===== config.mk =====
export PLATFORM = sky130hd
export DESIGN_NAME = mem_arbiter
export DESIGN_NICKNAME = d
export VERILOG_FILES = /design/src/rtl/mem_arbiter.sv
export SDC_FILE = /design/constraint.sdc
export NUM_CORES = 1
export LEC_CHECK = 0
export ABC_AREA = 1
export CAP_MARGIN = 20
export CELL_PAD_IN_SITES_DETAIL_PLACEMENT = 1
export CELL_PAD_IN_SITES_GLOBAL_PLACEMENT = 1
export CORE_MARGIN = 2
export CORE_UTILIZATION = 23
export CTS_CLUSTER_DIAMETER = 80
export CTS_CLUSTER_SIZE = 28
export DETAILED_ROUTE_END_ITERATION = 7
export PLACE_DENSITY = 0.83
export SKIP_LAST_GASP = 1
export SLEW_MARGIN = 5
export SYNTH_ARGS = -nofsm -noshare
export SYNTH_HDL_FRONTEND = slang
export SYNTH_SLANG_ARGS = --single-unit

===== constraint.sdc =====
create_clock -name clk -period 1.31 [get_ports clk]
set_input_delay 0.262 -clock clk [delete_from_list [all_inputs] [get_ports clk]]
set_output_delay 0.262 -clock clk [all_outputs]
set_load 0.02 [all_outputs]

===== src/rtl/mem_arbiter.sv =====
// Two-port arbiter in front of a single-port-per-direction RAM with registered read data.
// Round-robin between ports, with an optional lock that keeps one port as sole owner.
module mem_arbiter #(
  parameter int ADDR_WIDTH = 8,
  parameter int DATA_WIDTH = 32
) (
  input  logic                  clk,
  input  logic                  reset_n,
  input  logic                  req0,
  input  logic                  req1,
  input  logic                  lock0,
  input  logic                  lock1,
  input  logic                  wen0,
  input  logic                  wen1,
  input  logic [ADDR_WIDTH-1:0] addr0,
  input  logic [ADDR_WIDTH-1:0] addr1,
  input  logic [DATA_WIDTH-1:0] wdata0,
  input  logic [DATA_WIDTH-1:0] wdata1,
  output logic                  gnt0,
  output logic                  gnt1,
  output logic                  rvalid0,
  output logic                  rvalid1,
  output logic [DATA_WIDTH-1:0] rdata,
  output logic                  ram_wen,
  output logic [ADDR_WIDTH-1:0] ram_w_addr,
  output logic [ADDR_WIDTH-1:0] ram_r_addr,
  output logic [DATA_WIDTH-1:0] ram_wdata,
  input  logic [DATA_WIDTH-1:0] ram_rdata
);

  typedef enum logic [1:0] {IDLE, LOCK0, LOCK1} state_t;

  state_t                  state_reg, state_next;
  logic                    last_gnt_reg;
  logic [ADDR_WIDTH-1:0]   w_addr_reg, r_addr_reg;
  logic [DATA_WIDTH-1:0]   wdata_reg;
  logic                    gnt0_next, gnt1_next;
  logic [1:0]              gnt_vec, wen_vec, rvalid_vec;
  logic                    rd_grant;
  logic [ADDR_WIDTH-1:0]   sel_addr;
  logic [DATA_WIDTH-1:0]   sel_wdata;

  // A lock only blocks the other port while its owner keeps requesting;
  // once the owner drops req the cycle is arbitrated as if idle.
  always_comb begin
    gnt0_next  = 1'b0;
    gnt1_next  = 1'b0;
    state_next = IDLE;
    if (!reset_n) begin
      gnt0_next = 1'b0;
      gnt1_next = 1'b0;
    end else if (state_reg == LOCK0 && req0) begin
      gnt0_next = 1'b1;
    end else if (state_reg == LOCK1 && req1) begin
      gnt1_next = 1'b1;
    end else if (req0 && req1) begin
      gnt0_next = last_gnt_reg;
      gnt1_next = ~last_gnt_reg;
    end else begin
      gnt0_next = req0;
      gnt1_next = req1;
    end

    if (gnt0_next && lock0) begin
      state_next = LOCK0;
    end else if (gnt1_next && lock1) begin
      state_next = LOCK1;
    end
  end

  assign gnt0    = gnt0_next;
  assign gnt1    = gnt1_next;
  assign gnt_vec = {gnt1_next, gnt0_next};
  assign wen_vec = {wen1, wen0};

  assign sel_addr  = gnt1_next ? addr1  : addr0;
  assign sel_wdata = gnt1_next ? wdata1 : wdata0;
  assign ram_wen   = |(gnt_vec & wen_vec);
  assign rd_grant  = |(gnt_vec & ~wen_vec);

  // Idle cycles replay the last granted values so the RAM pins stay quiet.
  assign ram_w_addr = ram_wen  ? sel_addr  : w_addr_reg;
  assign ram_wdata  = ram_wen  ? sel_wdata : wdata_reg;
  assign ram_r_addr = rd_grant ? sel_addr  : r_addr_reg;
  assign rdata      = ram_rdata;

  always_ff @(posedge clk) begin
    if (!reset_n) begin
      state_reg    <= IDLE;
      last_gnt_reg <= 1'b1;
      w_addr_reg   <= '0;
      r_addr_reg   <= '0;
      wdata_reg    <= '0;
    end else begin
      state_reg <= state_next;
      if (gnt0_next || gnt1_next) begin
        last_gnt_reg <= gnt1_next;
      end
      if (ram_wen) begin
        w_addr_reg <= sel_addr;
        wdata_reg  <= sel_wdata;
      end
      if (rd_grant) begin
        r_addr_reg <= sel_addr;
      end
    end
  end

  genvar gi;
  generate
    for (gi = 0; gi < 2; gi++) begin : g_rvalid
      logic rvalid_reg;
      always_ff @(posedge clk) begin
        if (!reset_n) begin
          rvalid_reg <= 1'b0;
        end else begin
          rvalid_reg <= gnt_vec[gi] & ~wen_vec[gi];
        end
      end
      // Gated by reset so a read landing in a reset cycle is never reported.
      assign rvalid_vec[gi] = rvalid_reg & reset_n;
    end
  endgenerate

  assign rvalid0 = rvalid_vec[0];
  assign rvalid1 = rvalid_vec[1];

endmodule


-- After elaboration in Yosys (flattened, before gate mapping)
Index checks and enable logic that the tools add are counted.
- bitwise logic cells: 11
- equality and inequality tests: 2
- reduce and logical (&&, ||, !) cells: 9
- muxes and demuxes: 15
- operators with widths (operator ; number):
    32-bit two-way mux ; 2
    8-bit two-way mux ; 3
    1-bit two-way mux ; 9
    2-bit OR reduction ; 3
    1-bit logical AND ; 5
    1-bit bitwise AND ; 4
    2-bit bitwise AND ; 2
    1-bit inverter ; 4
    2-bit by 1-bit equality test with 1-bit output, second input constant ; 1
    2-bit equality test, second input constant ; 1
    2-bit two-way mux ; 1
    2-bit inverter ; 1
    1-bit logical OR ; 1
- output and inout bits: 85
- input port bits: 120
- word-level logic and storage cells: 45
- register bits after elaboration: 53

-- Logic depth before layout (Yosys ltp)
- depth after elaboration: 8
- depth in mapped cells: 10
- mapped depth without buffers: 9

-- Worst setup path after synthesis
Ideal clock, no wire load.
- path type: flip-flop to output port
- from: register state_reg[0]
- to: output port ram_w_addr[0]
- path buffers: 1
- stages on the path, launching flop included: 9
- slack: -0.186 ns
- arrival: 1.234 ns
- data required time: 1.048 ns
- cells stage by stage: dfxtp_1 -> nand3_4 -> nand2_2 -> nand3_2 -> nand2_2 -> buf_6 -> nand2_1 -> nand2_1 -> inv_1
- cells in the longest elaborated chain, start to end: 8
- elaborated cells on any way between the ends: 14
- those cells by class: 2 x eq/ne; 8 x mux; 1 x bitwise; 3 x reduce/logical
- RTL lines (what ; line ; source):
    from (decl) ; 33 ; state_t state_reg, state_next;
    from (signal assigned) ; 95 ; state_reg <= state_next;
    2-bit equality test ; 54 ; end else if (state_reg == LOCK1 && req1) begin
    1-bit logical AND ; 54 ;
    1-bit two-way mux ; 54 ;
    1-bit two-way mux ; 52 ; end else if (state_reg == LOCK0 && req0) begin
    1-bit two-way mux ; 49 ; if (!reset_n) begin
    2-bit bitwise AND * ; 78 ; assign ram_wen = |(gnt_vec & wen_vec);
    2-bit OR reduction * ; 78 ;
    net ram_wen ; 24 ; output logic ram_wen,
    8-bit two-way mux * ; -- ;
    to (decl) ; 25 ; output logic [ADDR_WIDTH-1:0] ram_w_addr,
Mark *: on every way through the listed nets, which the timed path passes. The rest lies on a longest branch.

-- Final worst setup path
- from: register state_reg[1]
- to: output port ram_r_addr[2]
- cells in the longest elaborated chain, start to end: 8
- elaborated cells on any way between the ends: 14
- those cells by class: 2 x eq/ne; 8 x mux; 1 x bitwise; 3 x reduce/logical
- RTL lines (what ; line ; source):
    2-bit equality test ; 54 ;
    1-bit logical AND ; 54 ;
    1-bit two-way mux ; 54 ;
    1-bit two-way mux ; 52 ;
    1-bit two-way mux ; 49 ;
    2-bit bitwise AND ; 79 ; assign rd_grant = |(gnt_vec & ~wen_vec);
    2-bit OR reduction ; 79 ;
    8-bit two-way mux * ; -- ;
    to (decl) ; 26 ; output logic [ADDR_WIDTH-1:0] ram_r_addr,
Every way passes the cells marked *; elsewhere a longest branch is shown, timed or not.

==> reports/qor.tcl <==
set qor(cts_tree) {done}
set qor(fin_crit_ns) 2.03
set qor(cts.path.max_buffers) 2
set qor(nFillCells) 1925
set qor(total_standard_cell_area_after_synthesis_mm2) 0.00362
set qor(worstHoldEndpoint) {last_gnt_reg}
set qor(post-route-period-util_pct) 155
set qor(dr_total_vias) 4120
set qor(cts.hold.buffers_added) 0
set qor(max_cap_viol_count) 0
set qor(hold_slack_ns) 0.418
set qor(pre_antenna_drt_iters) 4
set qor(clock_power_share_pct) 26.4
set qor(yosys.area.top_type) {sky130_fd_sc_hd__dfxtp_1}
set qor(synth_seq_cells) 53
set qor(design_internal_power_mw) 3.99
set qor(avgViaCountPerCell) 4.21
set qor(static-leakage-power_nw) 3.49
set qor(non_filler_instance_count_after_layout) 979
set qor(dpl.hpwl_mm) 9.18
set qor(cp_capture_type) {primary output}
set qor(synth_seq_area_share_pct) 29.3
set qor(worst_clock_skew_ns) 0.00498
set qor(clkTransAtPathRegs_ns) 0.07
set qor(detail-route-antenna-nets) 0
set qor(drt_iter0_drc) 95
set qor(grt_pass1_wl_mm) 21.4
set qor(final_gp_congestion) 0.722
set qor(ys_warn_count) 0
set qor(p_sw_share_pct) 33.2
set qor(hold_class) {input pin to flip-flop}
set qor(synth.area.top_cells) {sky130_fd_sc_hd__dfxtp_1, sky130_fd_sc_hd__nand2_1, sky130_fd_sc_hd__inv_1}
set qor(numClockSinks) 53
set qor(power.ir.vdd_worst_mv) 0.521
set qor(reg2reg_slack_ns) -0.70
set qor(setup-violations-final) 99
set qor(htree_levels) 2
set qor(crit_type) {flip-flop to primary output}
set qor(cts.root.buffer_cell) {sky130_fd_sc_hd__clkbuf_16}
set qor(critical_path.cell_chain) {inv_2 > nand3_4 > nand2_4 > buf_6 > nand3b_4 > nand2_4 > nand2_1 > nand2_1 > inv_1 > buf_4}
set qor(die_outline_width_um) 129
set qor(drc) 0
set qor(io_pins) 205
set qor(reg2regPathDepth) 15
set qor(worstPathRequired_ns) 1.05
set qor(cp_slowest_stage_delay_ns) 0.34
set qor(status) {complete, but fails checks}
set qor(final_layout_size_suffix_gt1_share_pct) 40.9
set qor(crit-reg2reg-launch) {state_reg[0]}
set qor(hold_viol) 0
set qor(grt_setup_unrepaired) {true}
set qor(worstHoldPathCells) 3
set qor(critical_path.reg2reg.endpoint) {wdata_reg[4]}
set qor(synth_nets) 716
set qor(dp.cells) 933
set qor(min-delay-start) {reset_n}
set qor(cpMaxStageDelayCell) {sky130_fd_sc_hd__dfxtp_2}
set qor(core_area_mm2) 0.0153
set qor(fmaxAchievable_ghz) 0.494
set qor(power_frac_comb_pct) 44.0
set qor(final_critical_path_setup_slack_ns) -0.715
set qor(largest_reg_flops) 32
set qor(psw_mw) 1.98
set qor(failed_checks) {negative setup slack}
set qor(timing.max_slew.rel_slack_pct) 59.9
set qor(wl_per_cell_um) 14.1
set qor(nets) 887
set qor(full_die_area_mm2) 0.0168
set qor(routed_wirelength_mm) 13.8
set qor(rows) 45
set qor(grt_overflow) 0
set qor(worst_skew_pair.late_latency_ns) 0.30
set qor(synth_top_area_share_pct) 29.3
set qor(initial_utilization_pct) 23.7
set qor(ant_cells) 0
set qor(power_density_mw_per_mm2) 940
set qor(final_design_area_no_fill_mm2) 0.00634
set qor(timing.final.max_slew_violations) 0
set qor(power.share.sequential_pct) 29.6
set qor(dpl_cell_area_mm2) 0.00533
set qor(critPathArrivalTime_ns) 1.76
set qor(floorplan.die.height_um) 129
set qor(worstPathMaxFanout) 8
set qor(grt_start_max_net_pins) 49
set qor(syn-mean-instance-area_um2) 6.08
set qor(mostFrequentLayoutCells) {sky130_fd_sc_hd__nand2_1, sky130_fd_sc_hd__inv_1, sky130_fd_sc_hd__clkdlybuf4s50_1}
set qor(grt_pass1_vias) 4369
set qor(cp-start-kind) {flip-flop}
set qor(number_of_antenna_violations_at_the_first_check_in_global_routing) 0
set qor(global_route.usage.total_pct) 16.1
set qor(synth_cell_type_count) 19
set qor(cells_after_synth) 596
set qor(worst_slew_pin_slew_ns) 0.601
set qor(io_buffers) 140
set qor(syn2layout_area_growth_pct) 75.1
set qor(cts-buffers-inserted) 5
set qor(layout_commonest_cell) {sky130_fd_sc_hd__nand2_1}
set qor(final.setup.tns_ns) -44.38
[stage by stage]
| step | utilization (%) | total power [mW] | setup WS, ns |
|---|---|---|---|
| after floorplan | - | 3.01 | -0.123 |
| after CTS | 39.1 | 5.81 | -0.741 |
| final | 41.4 | 5.97 | -0.715 |
| after detailed placement | 34.8 | 3.95 | -1.39 |
| after global placement | 34.8 | 3.92 | -1.35 |
| after global routing | 41.4 | 6.30 | -0.850 |
[cell families (layout without fill, tap and decap cells)]
family | Yosys count | after routing | share of synthesized area [%]
buffers and inverters | 207 | 378 | 26.3
and+or+nand+nor | 335 | 336 | 44.2
AOI/OAI and AO/OA | 1 | 1 | 0.207
DFF | 53 | 53 | 29.3
[cells in the mapped netlist, drive strengths merged]
library cell,number
buf,55
clkbuf,11
dfxtp,53
inv,141
nand2,188
nand3,4
nand3b,49
nand4,42
nor2,52
o211ai,1
[worst max-delay path, delay by kind of cell (launching register included)]
kind	cells	cell delay (ns)
AND/OR/NAND/NOR	6	0.74
flip-flops	1	0.34
buffers and inverters	4	0.39
[worst max path at each step]
stage | cells past startpoint | from | end
2_1_floorplan | 9 | state_reg[0] | ram_w_addr[0]
3_3_place_gp | 10 | req0 | ram_r_addr[7]
3_5_place_dp | 10 | req0 | ram_r_addr[7]
4_1_cts | 11 | state_reg[1] | ram_wdata[3]
5_1_grt | 15 | state_reg[0] | wdata_reg[4]
6_report | 10 | state_reg[1] | ram_r_addr[2]
[layout make-up]
class                           instances  area (um2)  share of cell area (%)
Clock buffer                            6         139                    2.19
Clock inverter                          2        37.5                   0.592
Timing Repair Buffer                  229        2190                    34.5
Multi-Input combinational cell        337        2120                    33.4
Inverter                              141         529                    8.34
Sequential cell                        53        1070                    16.8
Tap cell                              211         264                    4.16
[what timing repair did]
item                       in CTS  in global routing
setup endpoints to repair     102                102
pin swaps                      23                 26
setup buffers                  35                  5
resized for setup             338                113
gates cloned                    3                  1
[power by group through the flow]
stage	registers, mW	logic (mW)	clock network (mW)
2_1_floorplan	1.79	1.22	0
3_3_place_gp	1.80	2.12	0
3_5_place_dp	1.80	2.15	0
4_1_cts	1.77	2.42	1.62
5_1_grt	1.78	2.85	1.68
6_report	1.77	2.62	1.57
[metal layers]
metal / GRT usage (%) / part of all wire (%) / vias up
li1: - / - / 2074
met1: 18.5 / 42 / 1925
met2: 30.8 / 51 / 100
met3: 3.10 / 5.1 / 21
met4: 3.29 / 1.5 / 0
met5: 0 / 0 / -
(Power assumes the default switching activity.)
==> RTL edit 1, RTL diff (same settings) <==
Set the parameter `DATA_WIDTH` to 16 (it was 32).
--- a/src/rtl/mem_arbiter.sv
+++ b/src/rtl/mem_arbiter.sv
@@ -2,7 +2,7 @@
 // Round-robin between ports, with an optional lock that keeps one port as sole owner.
 module mem_arbiter #(
   parameter int ADDR_WIDTH = 8,
-  parameter int DATA_WIDTH = 32
+  parameter int DATA_WIDTH = 16
 ) (
   input  logic                  clk,
   input  logic                  reset_n,
Interface: changed (5 resized); port bits go from 205 to 125. No check against the original RTL was run, so the function may have changed too.
==> RTL edit 1 against the unedited design <==
  * The run still ends with setup timing left
  * Register-to-register slack improved by 0.03 ns
  * Maximum frequency fell by 0.21%
  * Global-route usage is 2.0 points higher
  * Core utilization up 6.9 points
  * Power is 30% lower
  * Via count decreased by 29%
  * Area after synthesis down 35%
  * Wire length shrank 27%
  * Worst setup slack got worse by 0.0043 ns
  * Sequential cell count shrank 16
  * Cell area decreased by 25%
  * Critical endpoint is now ram_r_addr[7]
  * Largest cell class unchanged
==> RTL edit 1: results (changes against the unedited design) <==
outcome:
  status: "finished, violations left"
  violations: "setup timing"
cells_and_area:
  non_clock_buffer_count: 178  # -22%
  layout.nets: 616  # -31%
  nMultiInputCombCells: 228  # -32%
  largest_reg_flops: 16  # -50%
  fin_cells: 678  # -31%
  sh_seq_area_pct: 15.7  # -1.1 points
  fill_cells: 1199  # -38%
  bufAreaShareNonClock_pct: 38.6  # +4.1 points
  inverters: 94  # -33%
  multi_input_area_share_pct: 32.6  # -0.79 points
  drive_gt1_share_pct: 51.2  # +10 points
worst_hold_path:
  hold_end: "state_reg[0]"
  min_from: "lock0"
synthesis:
  ys_top_cells_by_area: "dfxtp_1 (31%), nand2_1 (20%), inv_1 (15%)"
  synth-seq-cells: 37  # -30%
  synth_area_per_cell_um2: 6.07  # -0.19%
  synth-compound-area-share_pct: 0.318  # +0.11 points
route:
  num_vias: 2911  # -29%
clock_network:
  cts_root_buf: "clkbuf_8"
  clk_pin_slew_ns: 0.09  # +0.02 ns
place:
  place_inst: 631  # -32%
  dpl-instance-area_mm2: 0.00367  # -31%
  dpl.hpwl_um: 6460  # -30%
  gp_congestion: 0.802  # +11%
  portBuffers: 92  # -34%
timing:
  finalSetupViolCount: 68  # -31%
  fin_setup_tns_ns: -31.20  # +13.18 ns
  hold_slack_ns: 0.472  # +0.0534 ns
  timing.final.ws_setup_ns: -0.719  # -0.00431 ns
  relSlewSlack_pct: 75.5  # +16 points
  finalClockSkew_ns: 0.0148  # +0.00986 ns
power:
  power_density_mw_per_mm2: 878  # -6.6%
  ir_worst_vdd_mv: 0.409  # -21%
  leakage_nw: 2.51  # -28%
setup_path:
  reg2reg_depth: 14  # -1
  rrSetupSlack_ns: -0.67  # +0.03 ns
  timing.rr.end: "r_addr_reg[5]"
  cp_slowest_stage_delay_ns: 0.38  # +0.04 ns
grt:
  track_usage_pct: 18.1  # +2.0 points
  grt_pass1_wl_um: 16200  # -24%
  first_global_vias: 3262  # -25%
-- RTL edit 1: cell count changes after synthesis, moves of 25 or more --
cell	before	now
inv_1	141	93
nand3_1	1	26
nand4_1	40	0
nand2_1	184	123
-- RTL edit 1: repair_timing --
action                                  4_1_cts  5_1_grt
endpoints found under the setup margin       71       70
hold buffers                                  0        0
resized for setup                           318       71
setup buffers                                31       14
pin swaps                                    36       33
cloned                                        2        1
-- RTL edit 1: layer usage --
layer | GRT usage (%) | share of wire (%) | vias to the layer above
li1 | - | - | 1426
met1 | 20.7 | 40 | 1391
met2 | 35.1 | 55 | 77
met3 | 2.54 | 3.6 | 17
met4 | 4.19 | 1.7 | 0
met5 | 0 | 0 | -
-- RTL edit 1: power breakdown --
| part | total (mW) | switching (mW) | internal, mW |
|---|---|---|---|
| Clock | 0.926 | 0.449 | 0.477 |
| Combinational | 2.02 | 0.980 | 1.04 |
| Sequential | 1.24 | 0.0246 | 1.21 |
| Total | 4.18 | 1.45 | 2.73 |
==> RTL edit 2, RTL diff (same settings) <==
Made on the original files. The 3 states of `state_t` get a one-hot encoding in 3 bits.
--- a/src/rtl/mem_arbiter.sv
+++ b/src/rtl/mem_arbiter.sv
@@ -28,7 +28,7 @@
   input  logic [DATA_WIDTH-1:0] ram_rdata
 );
 
-  typedef enum logic [1:0] {IDLE, LOCK0, LOCK1} state_t;
+  typedef enum logic [2:0] {IDLE = 3'b001, LOCK0 = 3'b010, LOCK1 = 3'b100} state_t;
 
   state_t                  state_reg, state_next;
   logic                    last_gnt_reg;
Function: same outputs for any inputs over 10 cycles, from zero or initial values and one cycle with reset_n low; not proved beyond that.
==> RTL edit 2 against the unedited design <==
  * The run still ends with setup timing left
  * Area after synthesis is 1.8% lower
  * First-iteration DRC count is 16% higher
  * Cell area is 17% higher
  * Maximum frequency is 8.4% lower
  * Core utilization is 7.4 points higher
  * Sequential share of layout area is 2.1 points lower
  * Power is 14% higher
  * Wire length is 22% higher
  * Worst setup slack worse by 0.18 ns
  * Sequential power is 2% higher
  * Sequential cell count is 1 higher
  * Critical endpoint is now ram_w_addr[3]
==> RTL edit 2: results (changes against the unedited design) <==
cells_and_area:
  fin_cells: 980  # +0.10%
  bufAreaShareNonClock_pct: 37.5  # +3.0 points
  drive_gt1_share_pct: 50.0  # +9.1 points
  design_area_mm2: 0.00739  # +17%
  clkCellAreaFrac_pct: 2.69  # -0.091 points
  fill_cells: 1766  # -8.3%
  clock_buffers: 6  # unchanged
  inverters: 150  # +6.4%
  layout.nets: 911  # +2.7%
  non_clock_buffer_count: 238  # +3.9%
  final_util_pct: 48.8  # +7.4 points
  nMultiInputCombCells: 342  # +1.5%
  nFlopsAndLatches: 54  # +1.9%
  multi_input_area_share_pct: 34.3  # +0.89 points
  seqCellArea_mm2: 0.00109  # +1.9%
clock_network:
  clk_pin_slew_ns: 0.07  # about the same
  clock_latency_ns: 0.30  # about the same
grt:
  met2_usage_pct: 29.0  # -1.8 points
  met3_usage_pct: 2.62  # -0.48 points
  first_global_vias: 4241  # -2.9%
  grtUsageMet1_pct: 19.8  # +1.3 points
  grt_pass1_wl_um: 21100  # -1.5%
  track_usage_pct: 16.0  # -0.056 points
power:
  comb_cell_power_mw: 3.17  # +21%
  comb_power_share_pct: 46.7  # +2.7 points
  leakage_nw: 3.95  # +13%
  powerSeq_mw: 1.81  # +2%
  ir_worst_vdd_mv: 0.630  # +21%
  switching_share_pct: 33.7  # +0.50 points
route:
  num_vias: 4338  # +5.3%
  wl_met1_um: 6940  # +19%
  routed.top_layer: "met4"
  drt-initial-drc-count: 110  # +16%
  wire_per_inst_um: 17.2  # +22%
  met2_length_um: 8980  # +26%
  wl_met3_um: 551  # -22%
place:
  dpl.hpwl_um: 8590  # -6.4%
  dp_slack_ns: -1.35  # +0.0366 ns
  place_inst: 923  # -1.1%
  gp_congestion: 0.746  # +3.4%
  dpl-instance-area_mm2: 0.00525  # -1.6%
timing:
  finalSetupViolCount: 102  # +3.0%
  relSlewSlack_pct: 48.5  # -11 points
  finalClockSkew_ns: 0.00614  # +0.00117 ns
  fin_setup_tns_ns: -60.15  # -15.77 ns
  timing.final.ws_setup_ns: -0.900  # -0.185 ns
setup_path:
  cp.arrival_ns: 1.95  # +0.19 ns
  critPathSlowestCell: "dfxtp_2"
  crit_path_max_fanout: 7  # -1
synthesis:
  netlist_instances: 608  # +2.0%
  synth_top_cells_by_count: "nand2_1 (190), inv_1 (148), dfxtp_1 (54)"
  synth_nets: 728  # +1.7%
  ys_top_cells_by_area: "dfxtp_1 (30%), nand2_1 (20%), inv_1 (16%)"
  synth.distinct_cells: 17  # -2
  ys_seq_area_share_pct: 30.4  # +1.1 points
outcome:
  status: "finished, violations left"
  violations: "setup timing"
==> RTL edit 2: logic make-up (layout without fill, tap and decap cells) <==
logic type      Yosys count  in the layout  share of synthesized area, %
compound gates            3              3                         0.774
buf+inv                 212            396                          26.2
flops                    54             54                          30.4
simple gates            339            339                          42.6
==> RTL edit 2: timing repair <==
item,in CTS,in global routing
buffers inserted,13,39
gates resized for setup,197,475
gates cloned,3,10
endpoints found under the setup margin,104,102
pin swaps,3,73
==> RTL edit 2: worst max-delay path: cells and delay by family, from the launching register on <==
kind / cells / cell delay [ns]
AO/OA/AOI/OAI: 1 / 0.20
buffers and inverters: 6 / 0.63
flip-flops: 1 / 0.33
AND/OR/NAND/NOR: 5 / 0.50
==> RTL edit 2: worst paths after layout <==
check,depth (start not counted),slack (ns),from,end
max,12,-0.90,state_reg[1],ram_w_addr[3]
min,3,0.44,reset_n,last_gnt_reg
max reg2reg,13,-0.55,state_reg[1],w_addr_reg[3]
min reg2reg,2,0.47,last_gnt_reg,last_gnt_reg
